### config.mk
export PLATFORM = sky130hd
export DESIGN_NAME = ste_avg_seq_flat
export DESIGN_NICKNAME = d
export VERILOG_FILES = /design/src/rtl/ste_avg_seq_if.sv /design/src/rtl/ste_avg_seq.sv /design/src/flat_wrapper.sv
export SDC_FILE = /design/constraint.sdc
export NUM_CORES = 1
export LEC_CHECK = 0
export CORE_UTILIZATION = 40
export CTS_CLUSTER_SIZE = 14
export DETAILED_ROUTE_END_ITERATION = 12
export PLACE_DENSITY = 0.71
export SYNTH_ARGS = -nofsm -noshare
export SYNTH_HDL_FRONTEND = slang
export SYNTH_SLANG_ARGS = --single-unit
### constraint.sdc
create_clock -name clk -period 5.3 [get_ports clk]
set_input_delay 0.53 -clock clk [delete_from_list [all_inputs] [get_ports clk]]
set_output_delay 0.53 -clock clk [all_outputs]
set_load 0.005 [all_outputs]
### src/rtl/ste_avg_seq_if.sv
// ADC-side, filter-side and result buses of the averaging sequencer.
// slave: the sequencer. master: the ADC, the filter and the display logic.
interface ste_avg_seq_if #(
  parameter int unsigned DATA_W = 16
);
  logic              adc_valid_i;
  logic [DATA_W-1:0] adc_data_i;
  logic              adc_ready_o;
  logic [DATA_W-1:0] fir_din_o;
  logic              fir_din_update_o;
  logic              fir_dout_update_i;
  logic [DATA_W-1:0] fir_dout_i;
  logic              res_valid_o;
  logic [DATA_W-1:0] res_data_o;
  logic [1:0]        res_mode_o;

  modport slave (
    input  adc_valid_i, adc_data_i, fir_dout_update_i, fir_dout_i,
    output adc_ready_o, fir_din_o, fir_din_update_o, res_valid_o, res_data_o, res_mode_o
  );

  modport master (
    output adc_valid_i, adc_data_i, fir_dout_update_i, fir_dout_i,
    input  adc_ready_o, fir_din_o, fir_din_update_o, res_valid_o, res_data_o, res_mode_o
  );
endinterface

### src/rtl/ste_avg_seq.sv
// Paces ADC samples into the shared moving-average filter, discards warm-up
// outputs after reset/enable/mode change, and watches for a silent filter.
module ste_avg_seq #(
  parameter int unsigned DATA_W    = 16,
  parameter int unsigned AVG_DEPTH = 16,
  parameter int unsigned GAP_CYC   = 2,
  parameter int unsigned TMO_CYC   = 8
) (
  input  logic               clk,
  input  logic               rst,
  input  logic               en_i,
  input  logic [1:0]         mode_i,
  input  logic               err_clr_i,
  ste_avg_seq_if.slave       bus,
  output logic               settled_o,
  output logic               err_tmo_o
);

  localparam int unsigned SET_W = $clog2(AVG_DEPTH + 1);
  localparam int unsigned TMO_W = $clog2(TMO_CYC + 1);
  localparam int unsigned GAP_W = $clog2(GAP_CYC + 2);

  typedef enum logic [1:0] {
    S_IDLE = 2'd0,
    S_WAIT = 2'd1,
    S_GAP  = 2'd2
  } state_e;

  state_e            state_q;
  logic              rdy_q;
  logic [DATA_W-1:0] fir_din_q;
  logic              fir_upd_q;
  logic              res_valid_q;
  logic [DATA_W-1:0] res_data_q;
  logic [1:0]        res_mode_q;
  logic [1:0]        mode_r_q;
  logic [SET_W-1:0]  settle_q;
  logic [SET_W-1:0]  settle_d;
  logic              settled_q;
  logic              err_q;
  logic [TMO_W-1:0]  tmo_cnt_q;
  logic [GAP_W-1:0]  gap_cnt_q;

  logic accept;
  logic mode_chg;
  logic rsp;
  logic tmo;
  logic qualify;

  // rdy_q marks IDLE after the first post-reset edge; en_i gates acceptance directly
  assign accept   = rdy_q & en_i & bus.adc_valid_i;
  assign mode_chg = (mode_i != mode_r_q);
  assign rsp      = (state_q == S_WAIT) & bus.fir_dout_update_i;
  assign tmo      = (state_q == S_WAIT) & ~bus.fir_dout_update_i &
                    (tmo_cnt_q == TMO_W'(TMO_CYC - 1));
  // A response coinciding with a mode change belongs to the old mode: drop it
  assign qualify  = rsp & ~mode_chg & (settle_q == SET_W'(AVG_DEPTH));

  always_comb begin
    settle_d = settle_q;
    if (mode_chg || tmo || ((state_q == S_IDLE) && !en_i)) begin
      settle_d = '0;
    end else if (rsp && (settle_q != SET_W'(AVG_DEPTH))) begin
      settle_d = settle_q + SET_W'(1);
    end
  end

  always_ff @(posedge clk or posedge rst) begin
    if (rst) begin
      state_q     <= S_IDLE;
      rdy_q       <= 1'b0;
      fir_din_q   <= '0;
      fir_upd_q   <= 1'b0;
      res_valid_q <= 1'b0;
      res_data_q  <= '0;
      res_mode_q  <= '0;
      mode_r_q    <= '0;
      settle_q    <= '0;
      settled_q   <= 1'b0;
      err_q       <= 1'b0;
      tmo_cnt_q   <= '0;
      gap_cnt_q   <= '0;
    end else begin
      fir_upd_q   <= accept;
      res_valid_q <= qualify;
      settle_q    <= settle_d;
      settled_q   <= (settle_d == SET_W'(AVG_DEPTH));
      mode_r_q    <= mode_i;

      if (accept) begin
        fir_din_q <= bus.adc_data_i;
      end
      if (qualify) begin
        res_data_q <= bus.fir_dout_i;
        res_mode_q <= mode_r_q;
      end

      if (tmo) begin
        err_q <= 1'b1;
      end else if (err_clr_i) begin
        err_q <= 1'b0;
      end

      case (state_q)
        S_IDLE: begin
          if (accept) begin
            state_q   <= S_WAIT;
            rdy_q     <= 1'b0;
            tmo_cnt_q <= '0;
          end else begin
            rdy_q <= 1'b1;
          end
        end
        S_WAIT: begin
          if (rsp || tmo) begin
            gap_cnt_q <= '0;
            if (GAP_CYC == 0) begin
              state_q <= S_IDLE;
              rdy_q   <= 1'b1;
            end else begin
              state_q <= S_GAP;
            end
          end else begin
            tmo_cnt_q <= tmo_cnt_q + TMO_W'(1);
          end
        end
        S_GAP: begin
          if (gap_cnt_q == GAP_W'(GAP_CYC - 1)) begin
            state_q <= S_IDLE;
            rdy_q   <= 1'b1;
          end else begin
            gap_cnt_q <= gap_cnt_q + GAP_W'(1);
          end
        end
        default: begin
          state_q <= S_IDLE;
          rdy_q   <= 1'b0;
        end
      endcase
    end
  end

  assign bus.adc_ready_o      = rdy_q & en_i;
  assign bus.fir_din_o        = fir_din_q;
  assign bus.fir_din_update_o = fir_upd_q;
  assign bus.res_valid_o      = res_valid_q;
  assign bus.res_data_o       = res_data_q;
  assign bus.res_mode_o       = res_mode_q;
  assign settled_o            = settled_q;
  assign err_tmo_o            = err_q;

endmodule

### src/flat_wrapper.sv
// flat-port wrapper written by rule: the top's interface ports become plain ports
module ste_avg_seq_flat 
#(
  parameter int unsigned DATA_W    = 16,
  parameter int unsigned AVG_DEPTH = 16,
  parameter int unsigned GAP_CYC   = 2,
  parameter int unsigned TMO_CYC   = 8
)
  (clk, rst, en_i, mode_i, err_clr_i, settled_o, err_tmo_o, bus_adc_valid_i, bus_adc_data_i, bus_fir_dout_update_i, bus_fir_dout_i, bus_adc_ready_o, bus_fir_din_o, bus_fir_din_update_o, bus_res_valid_o, bus_res_data_o, bus_res_mode_o);
  ste_avg_seq_if #(.DATA_W(DATA_W)) bus_i ();
  input  logic clk;
  input  logic rst;
  input  logic en_i;
  input  logic [1:0] mode_i;
  input  logic err_clr_i;
  output logic settled_o;
  output logic err_tmo_o;
  input wire logic [$bits(bus_i.adc_valid_i)-1:0] bus_adc_valid_i;
  input wire logic [$bits(bus_i.adc_data_i)-1:0] bus_adc_data_i;
  input wire logic [$bits(bus_i.fir_dout_update_i)-1:0] bus_fir_dout_update_i;
  input wire logic [$bits(bus_i.fir_dout_i)-1:0] bus_fir_dout_i;
  output wire logic [$bits(bus_i.adc_ready_o)-1:0] bus_adc_ready_o;
  output wire logic [$bits(bus_i.fir_din_o)-1:0] bus_fir_din_o;
  output wire logic [$bits(bus_i.fir_din_update_o)-1:0] bus_fir_din_update_o;
  output wire logic [$bits(bus_i.res_valid_o)-1:0] bus_res_valid_o;
  output wire logic [$bits(bus_i.res_data_o)-1:0] bus_res_data_o;
  output wire logic [$bits(bus_i.res_mode_o)-1:0] bus_res_mode_o;
  assign bus_i.adc_valid_i = bus_adc_valid_i;
  assign bus_i.adc_data_i = bus_adc_data_i;
  assign bus_i.fir_dout_update_i = bus_fir_dout_update_i;
  assign bus_i.fir_dout_i = bus_fir_dout_i;
  assign bus_adc_ready_o = bus_i.adc_ready_o;
  assign bus_fir_din_o = bus_i.fir_din_o;
  assign bus_fir_din_update_o = bus_i.fir_din_update_o;
  assign bus_res_valid_o = bus_i.res_valid_o;
  assign bus_res_data_o = bus_i.res_data_o;
  assign bus_res_mode_o = bus_i.res_mode_o;
  ste_avg_seq #(.DATA_W(DATA_W), .AVG_DEPTH(AVG_DEPTH), .GAP_CYC(GAP_CYC), .TMO_CYC(TMO_CYC)) u_core (.clk(clk), .rst(rst), .en_i(en_i), .mode_i(mode_i), .err_clr_i(err_clr_i), .bus(bus_i), .settled_o(settled_o), .err_tmo_o(err_tmo_o));
endmodule
## Word level (Yosys, flattened, before mapping)

Index checks and enable logic that the tools add are counted.
Widths: inputs -> output; s select.

- $add $sub $neg: 3
- Equal/unequal tests: 13
- Multiplexer cells: 17
- Bitwise operators: 10
- Reductions and logical operators: 14

Operators with widths:

| operator | number |
|---|---|
| $eq 5x5->1 const B | 2 |
| $mux 2 | 5 |
| $mux 5 | 2 |
| $reduce_and 3->1 | 3 |
| $mux 4 | 2 |
| $pmux 4 s2 | 1 |
| $and 1x1->1 | 7 |
| $ne 2x2->1 const B | 3 |
| $pmux 2 s3 | 1 |
| $reduce_bool 2->1 | 3 |
| $add 5x1->5 const B | 1 |
| $ne 5x5->1 const B | 1 |
| $add 4x1->4 const B | 1 |
| $eq 2x1->1 const B | 2 |
| $eq 4x3->1 const B | 1 |
| $mux 1 | 4 |
| $ne 2x1->1 const B | 2 |
| $pmux 2 s2 | 1 |
| $logic_or 1x1->1 | 3 |
| $not 1->1 | 3 |
| $pmux 1 s3 | 1 |
| $add 2x1->2 const B | 1 |
| $eq 2x2->1 const B | 1 |
| $logic_and 1x1->1 | 2 |
| other kinds (4) | 4 |

- Flip-flop bits (word level): 54
- Input port bits: 40

## Logic depth before layout (Yosys ltp)

- Depth after elaboration: 7
- Mapped depth: 6
- Gate-level depth less buffers: 6

## Worst setup path before layout

Ideal clock, no wire load.

- Path kind: register to register
- From: register u_core.settle_q[0]
- To: register u_core.res_data_q[0] (netlist: u_core.bus.res_data_o[0])
- Arrival time: 1852 ps
- Required time: 5175 ps
- Setup slack: 3323 ps
- Stages on the path, launching flop included: 7
- Path buffers: 1
- Period minus slack after synthesis: 1977 ps
- Cells stage by stage: dfrtp_1 inv_1 ha_1 nand4bb_4 nor4_4 buf_8 mux2_4

- Cells in the longest elaborated chain, start to end: 2

RTL lines:

| what | RTL line | text |
|---|---|---|
| from (decl) | ste_avg_seq.sv:37 | `logic [SET_W-1:0] settle_q;` |
| from (signal assigned) | ste_avg_seq.sv:86 | `settle_q <= settle_d;` |
| $eq 5x5->1 | ste_avg_seq.sv:57 | `assign qualify = rsp & ~mode_chg & (settle_q == SET_W'(AVG_DEPTH));` |
| $and 1x1->1 | ste_avg_seq.sv:57 |  |
| named net u_core.qualify | ste_avg_seq.sv:48 | `logic qualify;` |
| to (signal assigned) | ste_avg_seq.sv:94 | `res_data_q <= bus.fir_dout_i;` |
| to (decl) | ste_avg_seq.sv:34 | `logic [DATA_W-1:0] res_data_q;` |

The timed path passes the listed nets, and every way through them passes these cells.
A chain may end at the register's enable or synchronous reset.

## Worst setup path after layout

- From: input en_i
- To: output bus_adc_ready_o

- Cells in the longest elaborated chain, start to end: 1

RTL lines:

| what | RTL line | text |
|---|---|---|
| from (decl) | flat_wrapper.sv:13 | `input logic en_i;` |
| $and 1x1->1 | ste_avg_seq.sv:143 | `assign bus.adc_ready_o = rdy_q & en_i;` |
| to (decl) | flat_wrapper.sv:22 | `output wire logic [$bits(bus_i.adc_ready_o)-1:0] bus_adc_ready_o;` |

No other way between the ends.

==> reports/results.tsv <==
stage	metric	value	unit
timing	fin_crit	2260	ps
floorplanning	die_area	0.00629	mm²
synth	syn-cell-area	0.00239	mm²
global_route	use_met3	4.02	%
synth	syn_inst	180	
drt	wire_per_inst	14.7	µm
timing	setup_tns	0	ps
floorplanning	start_util	42.4	%
drt	drc	0	
power	cellLeakagePower	1.44	nW
status	status	finished clean	
run	cap_violations	0	
global_route	grt_use_met2	28.9	%
power	powerDensity	340	mW/mm²
timing	fin_crit_sh	42.6	%
worst_hold_path	hp-class	reg2reg	
global_route	grt_start_max_net_pins	55	
timing	relSlewSlack	47.4	%
clock_network	cts-root-buf	clkbuf_8	
placement	preCtsSetupSlack	2910	ps
timing	setup_viol	0	
finish	diodes	0	
synth	yosysSeqAreaShare	56.5	%
synth	syn_area_per_cell	13.3	µm²
synth	synth-seq-cells	54	
drt	vias_per_cell	5.03	
critical_path	path_class	in2out	
floorplanning	std_cell_rows	27	
timing	fmax	443	MHz
floorplanning	die_w	79.3	µm
synth	synth_edf_count	0	
drt	drt_iter0_markers	48	
global_route	track_usage	17.1	%
power	power.switching	0.000297	W
critical_path	max_stage_delay	530	ps
drt	ant_nets	0	
critical_path	slowest_stage	clkdlybuf4s50_1	
clock_network	insertion_delay	300	ps
critical_path	start_kind	input pin	
placement	io_buffer_count	78	
power	intPower	0.000842	W
timing	fin_worst_skew	4.28	ps
clock_network	htree_levels	2	
power	vdd_drop_max	0.240	mV
power	netSwitchingFraction	26.1	%
clock_network	cts_buffers	5	
timing	rsz0062_at_grt	no	
placement	gp_congestion	0.787	
critical_path	required	4770	ps
finish	area_delta_synth_final	40.2	%
placement	place_inst	327	
timing	fin_ws	3040	ps
clock_network	postCtsSetupBuffers	0	
finish	instances_no_fill	334	
finish	layout_commonest_cell	clkdlybuf4s50_1	
timing	worstMarginPinSlew	788	ps
finish	drive_gt1_share	19.5	%
critical_path	arrival	1730	ps
synth	yosysWarnings	0	
critical_path	path_max_fanout	3	
placement	dpl.hpwl	3520	µm
drt	via_count	1679	
global_route	grt_busiest_layer	met2	
floorplanning	pin_count	79	
clock_network	cts_buffer_depth	2	
power	pwr-share-clk	24.3	%
finish	fillers	464	
global_route	grt_overflow	0	
drt	drt_first_pass_iters	4	
critical_path	cp-end-kind	output pin	
placement	dpl-instance-area	0.00324	mm²
power	combPwrFrac	27.8	%
floorplanning	core-area	0.00564	mm²
global_route	antenna_found_initial	0	
synth	syn-num-nets	224	
drt	drt-total-wl	4900	µm
power	seq_power_share	47.9	%
timing	maxSlewViolCount	0	
clock_network	path_clk_slew	90	ps
clock_network	cts_tree	done	
synth	synth-main-ff-cell	dfrtp_1	
critical_path	cp_common_cell	clkdlybuf4s50_1	
clock_network	cts_resized	0	
global_route	grt_pass1_vias	1706	
finish	nets	306	
clock_network	ctsHoldBuffers	0	
synth	yosysUniqueCellTypes	44	
synth	async_reset_ff_share	100	%
critical_path	worstPathCellList	clkdlybuf4s50_1 -> and2_1 -> clkdlybuf4s50_1	
critical_path	worst-r2r-setup-slack	3340	ps
floorplanning	die_h	79.3	µm
timing	hold_viol_final	0	
clock_network	cts_sinks	54	
finish	design_area	0.00335	mm²
global_route	grt_util_met1	20.6	%
finish	layout_common_cells	clkdlybuf4s50_1, dfrtp_1, mux2_2, a21oi_1	
global_route	grt_pass1_wl	8140	µm
==> per-stage QoR <==
step           total power (W)  hold slack (ps)  utilization, %
3_3_place_gp          0.000864              487            57.4
2_1_floorplan         0.000698              493               -
3_5_place_dp          0.000872              492            57.4
5_1_grt                0.00121              526            59.4
6_report               0.00114              509            59.4
4_1_cts                0.00116              514            59.4
==> final cells by class <==
class / instances / area [µm²] / share of cell area [%]
inverters: 10 / 37.5 / 1.12
repair buffers: 81 / 803 / 24.0
clock buffers: 6 / 82.6 / 2.46
clock inverters: 1 / 30.0 / 0.896
flip-flops and latches: 54 / 1350 / 40.3
multi-input cells: 110 / 957 / 28.6
well taps: 72 / 90.1 / 2.69
==> cells by family (layout without fill, tap and decap cells) <==
logic type	after synthesis	count (layout)	synth area share, %
XOR/XNOR	5	5	1.83
buffers and inverters	16	98	3.45
AND/OR/NAND/NOR	39	39	11.1
AO/OA/AOI/OAI	27	27	7.07
flip-flops	54	54	56.5
multiplexers	35	35	17.9
adder cells (fa/ha/maj)	4	4	2.09
==> final timing paths <==
path,start,end,depth (start not counted)
max,en_i,bus_adc_ready_o,3
min,u_core.bus.fir_din_o[10]$_DFFE_PP0P_,u_core.bus.fir_din_o[10]$_DFFE_PP0P_,1
max reg2reg,u_core.settle_q[1]$_DFF_PP0_,u_core.bus.res_data_o[13]$_DFFE_PP0P_,6
min reg2reg,u_core.bus.fir_din_o[10]$_DFFE_PP0P_,u_core.bus.fir_din_o[10]$_DFFE_PP0P_,1
max in group asynchronous,rst,u_core.settle_q[4]$_DFF_PP0_,3
min in group asynchronous,rst,u_core.bus.res_data_o[14]$_DFFE_PP0P_,3
==> Yosys cell counts (all sizes together), types with 2 or more instances <==
master	n	share of area, %
ha	4	2.1
xor2	4	1.5
inv	10	1.6
dfrtp	54	57
nand4	2	0.52
nand2	4	0.63
mux2	35	18
nand3b	2	0.63
nor2b	3	0.79
nor3	3	0.63
a21oi	10	2.1
o21ai	7	1.5
or3	2	0.52
nand2b	2	0.52
buf	4	1.5
nand3	2	0.42
nor4	2	1.2
nor2	8	1.3
clkbuf	2	0.37
==> power by group through the flow <==
| stage | combinational [W] | sequential (W) | clock (W) |
|---|---|---|---|
| final | 0.000317 | 0.000545 | 0.000277 |
| after global routing | 0.000350 | 0.000559 | 0.000304 |
| after CTS | 0.000321 | 0.000546 | 0.000288 |
| after detailed placement | 0.000319 | 0.000553 | 0 |
| after global placement | 0.000314 | 0.000550 | 0 |
| after floorplan | 0.000162 | 0.000536 | 0 |
==> worst max-delay path: cells and delay by family <==
kind	cells	cell delay (ps)
buffers and inverters	2	1040
and+or+nand+nor	1	160
==> registers in the layout, summed over array words and instances (netlist names) <==
signal                       cells
u_core.bus.fir_din_o            16
u_core.bus.fir_din_update_o      1
u_core.bus.res_data_o           16
u_core.bus.res_mode_o            2
u_core.bus.res_valid_o           1
u_core.err_tmo_o                 1
u_core.gap_cnt_q                 2
u_core.mode_r_q                  2
u_core.rdy_q                     1
u_core.settle_q                  5
u_core.settled_o                 1
u_core.state_q                   2
u_core.tmo_cnt_q                 4
==> routing by layer <==
metal | vias to the layer above | part of all wire [%] | wire length [µm]
met4 | 0 | 1.5 | 75
met1 | 819 | 44 | 2130
met2 | 45 | 51 | 2480
li1 | 808 | - | -
met3 | 7 | 4.4 | 215
met5 | - | 0 | 0
(Power assumes the default switching activity.)
